## src/rtl/pipe_stage_reg.sv

```systemverilog
// pipe_stage_reg: parametrised inter-stage pipeline register.
// Carries a data bundle and a control bundle between two pipeline stages.
// The register uses a valid/ready handshake and supports stall and flush-to-bubble.
// An optional 2-entry skid buffer decouples in_ready from out_ready.
// A saturating stall counter is exported for performance debug.
module pipe_stage_reg #(
    parameter int                DATA_W      = 104,
    parameter int                CTRL_W      = 16,
    parameter logic [CTRL_W-1:0] BUBBLE_CTRL = '0,
    parameter int                SKID        = 1,
    parameter int                CNT_W       = 16
) (
    input  logic              clk,
    input  logic              rst,
    input  logic              in_valid,
    output logic              in_ready,
    input  logic [DATA_W-1:0] in_data,
    input  logic [CTRL_W-1:0] in_ctrl,
    input  logic              flush,
    output logic              out_valid,
    input  logic              out_ready,
    output logic [DATA_W-1:0] out_data,
    output logic [CTRL_W-1:0] out_ctrl,
    output logic [CNT_W-1:0]  stall_cnt
);

    localparam logic [CNT_W-1:0] CNT_MAX = {CNT_W{1'b1}};
    localparam logic [CNT_W-1:0] CNT_ONE = {{(CNT_W-1){1'b0}}, 1'b1};

    logic              r_out_valid;
    logic [DATA_W-1:0] r_out_data;
    logic [CTRL_W-1:0] r_out_ctrl;
    logic [CNT_W-1:0]  r_stall_cnt;
    logic              w_in_ready;
    logic              w_accept;
    logic              w_emit;

    assign w_accept  = in_valid & w_in_ready;
    assign w_emit    = r_out_valid & out_ready;

    assign in_ready  = w_in_ready;
    assign out_valid = r_out_valid;
    assign out_data  = r_out_data;
    assign out_ctrl  = r_out_ctrl;
    assign stall_cnt = r_stall_cnt;

    generate
        if (SKID != 0) begin : g_skid
            logic              r_skid_valid;
            logic [DATA_W-1:0] r_skid_data;
            logic [CTRL_W-1:0] r_skid_ctrl;

            // Ready depends only on skid occupancy, so out_ready never reaches in_ready.
            assign w_in_ready = ~r_skid_valid;

            // The output slot refills from the skid first (oldest beat), then from the input.
            // A beat that arrives while the output is stalled is parked in the skid.
            always_ff @(posedge clk or posedge rst) begin
                if (rst) begin
                    r_out_valid  <= 1'b0;
                    r_out_data   <= '0;
                    r_out_ctrl   <= BUBBLE_CTRL;
                    r_skid_valid <= 1'b0;
                    r_skid_data  <= '0;
                    r_skid_ctrl  <= '0;
                end else if (flush) begin
                    r_out_valid  <= 1'b0;
                    r_skid_valid <= 1'b0;
                    r_out_ctrl   <= BUBBLE_CTRL;
                end else if (!r_out_valid || w_emit) begin
                    if (r_skid_valid) begin
                        r_out_valid  <= 1'b1;
                        r_out_data   <= r_skid_data;
                        r_out_ctrl   <= r_skid_ctrl;
                        r_skid_valid <= 1'b0;
                    end else if (w_accept) begin
                        r_out_valid <= 1'b1;
                        r_out_data  <= in_data;
                        r_out_ctrl  <= in_ctrl;
                    end else begin
                        r_out_valid <= 1'b0;
                    end
                end else if (w_accept) begin
                    r_skid_valid <= 1'b1;
                    r_skid_data  <= in_data;
                    r_skid_ctrl  <= in_ctrl;
                end
            end
        end else begin : g_noskid
            // The stage can take a beat whenever the current one leaves or there is none.
            assign w_in_ready = out_ready | ~r_out_valid;

            // Single output register. When a beat leaves, its data and ctrl stay as they are.
            always_ff @(posedge clk or posedge rst) begin
                if (rst) begin
                    r_out_valid <= 1'b0;
                    r_out_data  <= '0;
                    r_out_ctrl  <= BUBBLE_CTRL;
                end else if (flush) begin
                    r_out_valid <= 1'b0;
                    r_out_ctrl  <= BUBBLE_CTRL;
                end else if (w_accept) begin
                    r_out_valid <= 1'b1;
                    r_out_data  <= in_data;
                    r_out_ctrl  <= in_ctrl;
                end else if (w_emit) begin
                    r_out_valid <= 1'b0;
                end
            end
        end
    endgenerate

    // Count stalled cycles. The count saturates and is cleared only by reset, not by flush.
    always_ff @(posedge clk or posedge rst) begin
        if (rst) begin
            r_stall_cnt <= '0;
        end else if (r_out_valid && !out_ready && (r_stall_cnt != CNT_MAX)) begin
            r_stall_cnt <= r_stall_cnt + CNT_ONE;
        end
    end

endmodule
```

## config.mk

```make
export PLATFORM = sky130hd
export DESIGN_NAME = pipe_stage_reg
export DESIGN_NICKNAME = d
export VERILOG_FILES = /design/src/rtl/pipe_stage_reg.sv
export SDC_FILE = /design/constraint.sdc
export NUM_CORES = 1
export LEC_CHECK = 0
export ABC_CLOCK_PERIOD_IN_PS = 11500
export BUFFER_PORTS_ARGS = -buffer_cell sky130_fd_sc_hd__buf_2
export CELL_PAD_IN_SITES_DETAIL_PLACEMENT = 1
export CELL_PAD_IN_SITES_GLOBAL_PLACEMENT = 1
export CORE_MARGIN = 2
export CORE_UTILIZATION = 43
export DETAILED_ROUTE_END_ITERATION = 6
export GPL_ROUTABILITY_DRIVEN = 0
export PLACE_DENSITY = 0.85
export SYNTH_ARGS = -nofsm -noshare
export SYNTH_HDL_FRONTEND = slang
export SYNTH_SLANG_ARGS = --single-unit
```

## constraint.sdc

```tcl
create_clock -name clk -period 11.5 [get_ports clk]
set_clock_uncertainty 0.2 [all_clocks]
set_input_delay 2.3 -clock clk [delete_from_list [all_inputs] [get_ports clk]]
set_output_delay 2.3 -clock clk [all_outputs]
set_load 0.05 [all_outputs]
```

==> out/summary.txt <==
status -> finished, final reports clean
cell repeated most along the worst path -> buf_4
total power -> 2.77 mW
htree depth -> 1
Clock Tree Buf Depth -> 3
buffers added on ports -> 262
Worst-Skew Late Latency -> 0.53 ns
CTS tree -> built
total grt overflow -> 0
Crit-path slowest cell -> buf_4
Setup TNS Final -> 0 ns
ys flop type -> dfrtp_1
fin crit period -> 4.40 ns
Syn Inst Count -> 861
Post-CTS Hold Fix Bufs -> 0
layout cells sized above 1 -> 39.7%
drt initial violations -> 410
nets -> 1234
Final Max Slew Viols -> 0
Avg Vias per Cell -> 5.19
syn_area_per_cell -> 12.7 µm²
max_slew headroom -> 37.6%
die area -> 26700 µm²
EDFF count, synth -> 0
Hold Slack -> 0.273 ns
period utilisation layout -> 38.3%
first-pass GRT wire length -> 44200 µm
area leader, netlist -> dfrtp_1
Req. time, crit path -> 11.71 ns
Worst Tran Pin Value -> 0.936 ns
Max Cap Viol -> 0
vias in the first global route -> 8311
Hold/Removal Path Class -> flop to flop
Die H -> 163 µm
Pwr Density -> 208 nW/µm²
Crit Path Category -> input port to flop
Max Freq -> 0.227 GHz
synthesis-stage register bit count -> 258
core area -> 25000 µm²
Crit path largest cell delay -> 0.80 ns
P_leak -> 6.28 nW
Worst Setup End Kind -> flop
CTS root buffer -> clkbuf_16
total clock sinks -> 258
postcts setup bufs -> 0
async set-reset flop share out of synthesis -> 100%
CP arrival -> 4.61 ns
I/O Pins -> 263
setup violators final -> 0
FP Rows -> 58
mapped cell area -> 10900 µm²
worst-path cell chain -> buf_2 > inv_1 > nand4_1 > buf_4 > buf_4 > mux2_2
total CTS buffers -> 28
Synth top area share -> 59.1%
dpl hpwl -> 17900 µm
WP buf/inv -> 4
most frequent cell after synthesis -> dfrtp_1
fillers -> 2672
Area Growth Syn to Fin -> 22.2%
crit start category -> input port
RSZ-0062 raised after global routing -> no
Synth cell types -> 35
VDD IR-drop max -> 0.119 mV
Synth area leaders -> dfrtp_1 (59%), mux2_2 (13%), mux2i_1 (11%)
Die W -> 163 µm
Avg WL per Cell -> 19.2 µm
sequential-to-total area share from yosys stat -> 59.1%
All-Layer GR Usage -> 20.7%
initial antenna violation count -> 4
syn nets -> 987
Worst-path clk slew -> 0.06 ns
post-CTS sizing -> 0
largest net degree at the start of global routing -> 132
final wirelength -> 28000 µm
final hold violations -> 0
top post-synthesis cells by count -> dfrtp_1 (258), nand2_1 (129), mux2_2 (122)
Vias -> 7576
Post-DRT Antenna Nets -> 0
worst-path maximum fanout -> 66
DR pass1 iterations -> 4
Post-route DRC -> 0
Largest delay share family, worst path -> buffers and inverters
warning count from the yosys run -> 0
initial core utilization -> 43.6%
logic make-up (layout without fill, tap and decap cells):
family	after synthesis	after routing	synth area share [%]
AO/OA/AOI/OAI	127	127	6.00
XOR/XNOR	12	12	0.962
adder cells (fa/ha/maj)	1	1	0.114
buffers and inverters	57	324	3.58
flip-flops	258	258	59.1
multiplexers	242	242	23.6
other	0	3	0
AND/OR/NAND/NOR	164	164	6.69
routing by layer:
metal	vias to the layer above	share of wire [%]	track usage, %
met4	6	2.5	6.11
met5	-	0.15	0
met1	3806	40	25.1
li1	3500	-	-
met2	206	51	36.7
met3	58	6.3	4.82
layout make-up:
cell class | instances | area, µm² | area share (%)
clock inverter | 11 | 183 | 1.37
multi-input combinational | 546 | 4080 | 30.6
clock buffer | 39 | 813 | 6.09
sequential | 258 | 6460 | 48.4
tap | 330 | 413 | 3.09
antenna | 3 | 7.51 | 0.0562
timing repair buffer | 270 | 1370 | 10.3
inverter | 4 | 22.5 | 0.169
worst reg2reg max path: stages (launching register included):
cell and delay, ns:
dfrtp_4 0.77, inv_1 0.16, nand4_1 0.11, buf_4 0.60, buf_4 0.87, mux2_2 0.51
stage by stage:
step,utilization [%],cells,cell area [µm²],setup WS [ns]
final,53.3,1461,13300,7.10
after global routing,53.3,1459,13300,6.98
after CTS,53.3,1458,13300,7.13
after detailed placement,49.3,1408,12300,6.55
after global placement,49.3,1408,12300,6.61
after floorplan,-,861,10900,1.90
power by group:
| part | leakage, nW | switching, mW | internal (mW) |
|---|---|---|---|
| Sequential | 3.20 | 0.108 | 1.09 |
| Clock | 0.490 | 0.364 | 0.602 |
| Combinational | 2.59 | 0.420 | 0.192 |
| Total | 6.28 | 0.893 | 1.88 |
sequential cells by signal, indices dropped and copies added, names as in the netlist:
register             cells
g_skid.r_skid_ctrl      16
g_skid.r_skid_data     104
g_skid.r_skid_valid      1
out_ctrl                16
out_data               104
out_valid                1
stall_cnt               16
path summary, 6_finish.rpt:
path,startpoint,endpoint,slack (ns),depth (start not counted)
worst min-delay path,out_data[11]$_DFFE_PP0P_,out_data[11]$_DFFE_PP0P_,0.27,2
worst max-delay path,flush,g_skid.r_skid_data[83]$_DFFE_PP0P_,7.10,6
max in group asynchronous,rst,g_skid.r_skid_valid$_DFFE_PP0P_,7.80,3
worst min register to register,out_data[11]$_DFFE_PP0P_,out_data[11]$_DFFE_PP0P_,0.27,2
min in group asynchronous,rst,g_skid.r_skid_data[12]$_DFFE_PP0P_,1.75,2
worst max register to register,g_skid.r_skid_valid$_DFFE_PP0P_,g_skid.r_skid_data[83]$_DFFE_PP0P_,8.16,5
layout by cell type (no fill, tap or decap), types with 2 or more instances in the layout:
master | netlist | layout
xnor2_1 | 2 | 2
dfrtp_1 | 258 | 257
diode_2 | 0 | 3
clkbuf_1 | 16 | 5
bufinv_16 | 0 | 5
mux2i_1 | 120 | 120
a21oi_1 | 2 | 2
clkbuf_16 | 0 | 29
clkbuf_8 | 0 | 5
nand2_1 | 129 | 129
mux2_2 | 122 | 122
nor4_2 | 2 | 2
inv_1 | 4 | 3
clkinv_2 | 0 | 5
o31ai_1 | 3 | 3
xor2_1 | 10 | 10
nor3_1 | 5 | 5
o21ai_1 | 7 | 7
o21ai_0 | 110 | 110
a31oi_1 | 2 | 2
nand4_1 | 3 | 3
nor4b_1 | 3 | 3
buf_2 | 16 | 262
nor2_1 | 10 | 10
buf_4 | 0 | 8
nand3_1 | 2 | 2
Power figures use the tool's default switching activity.
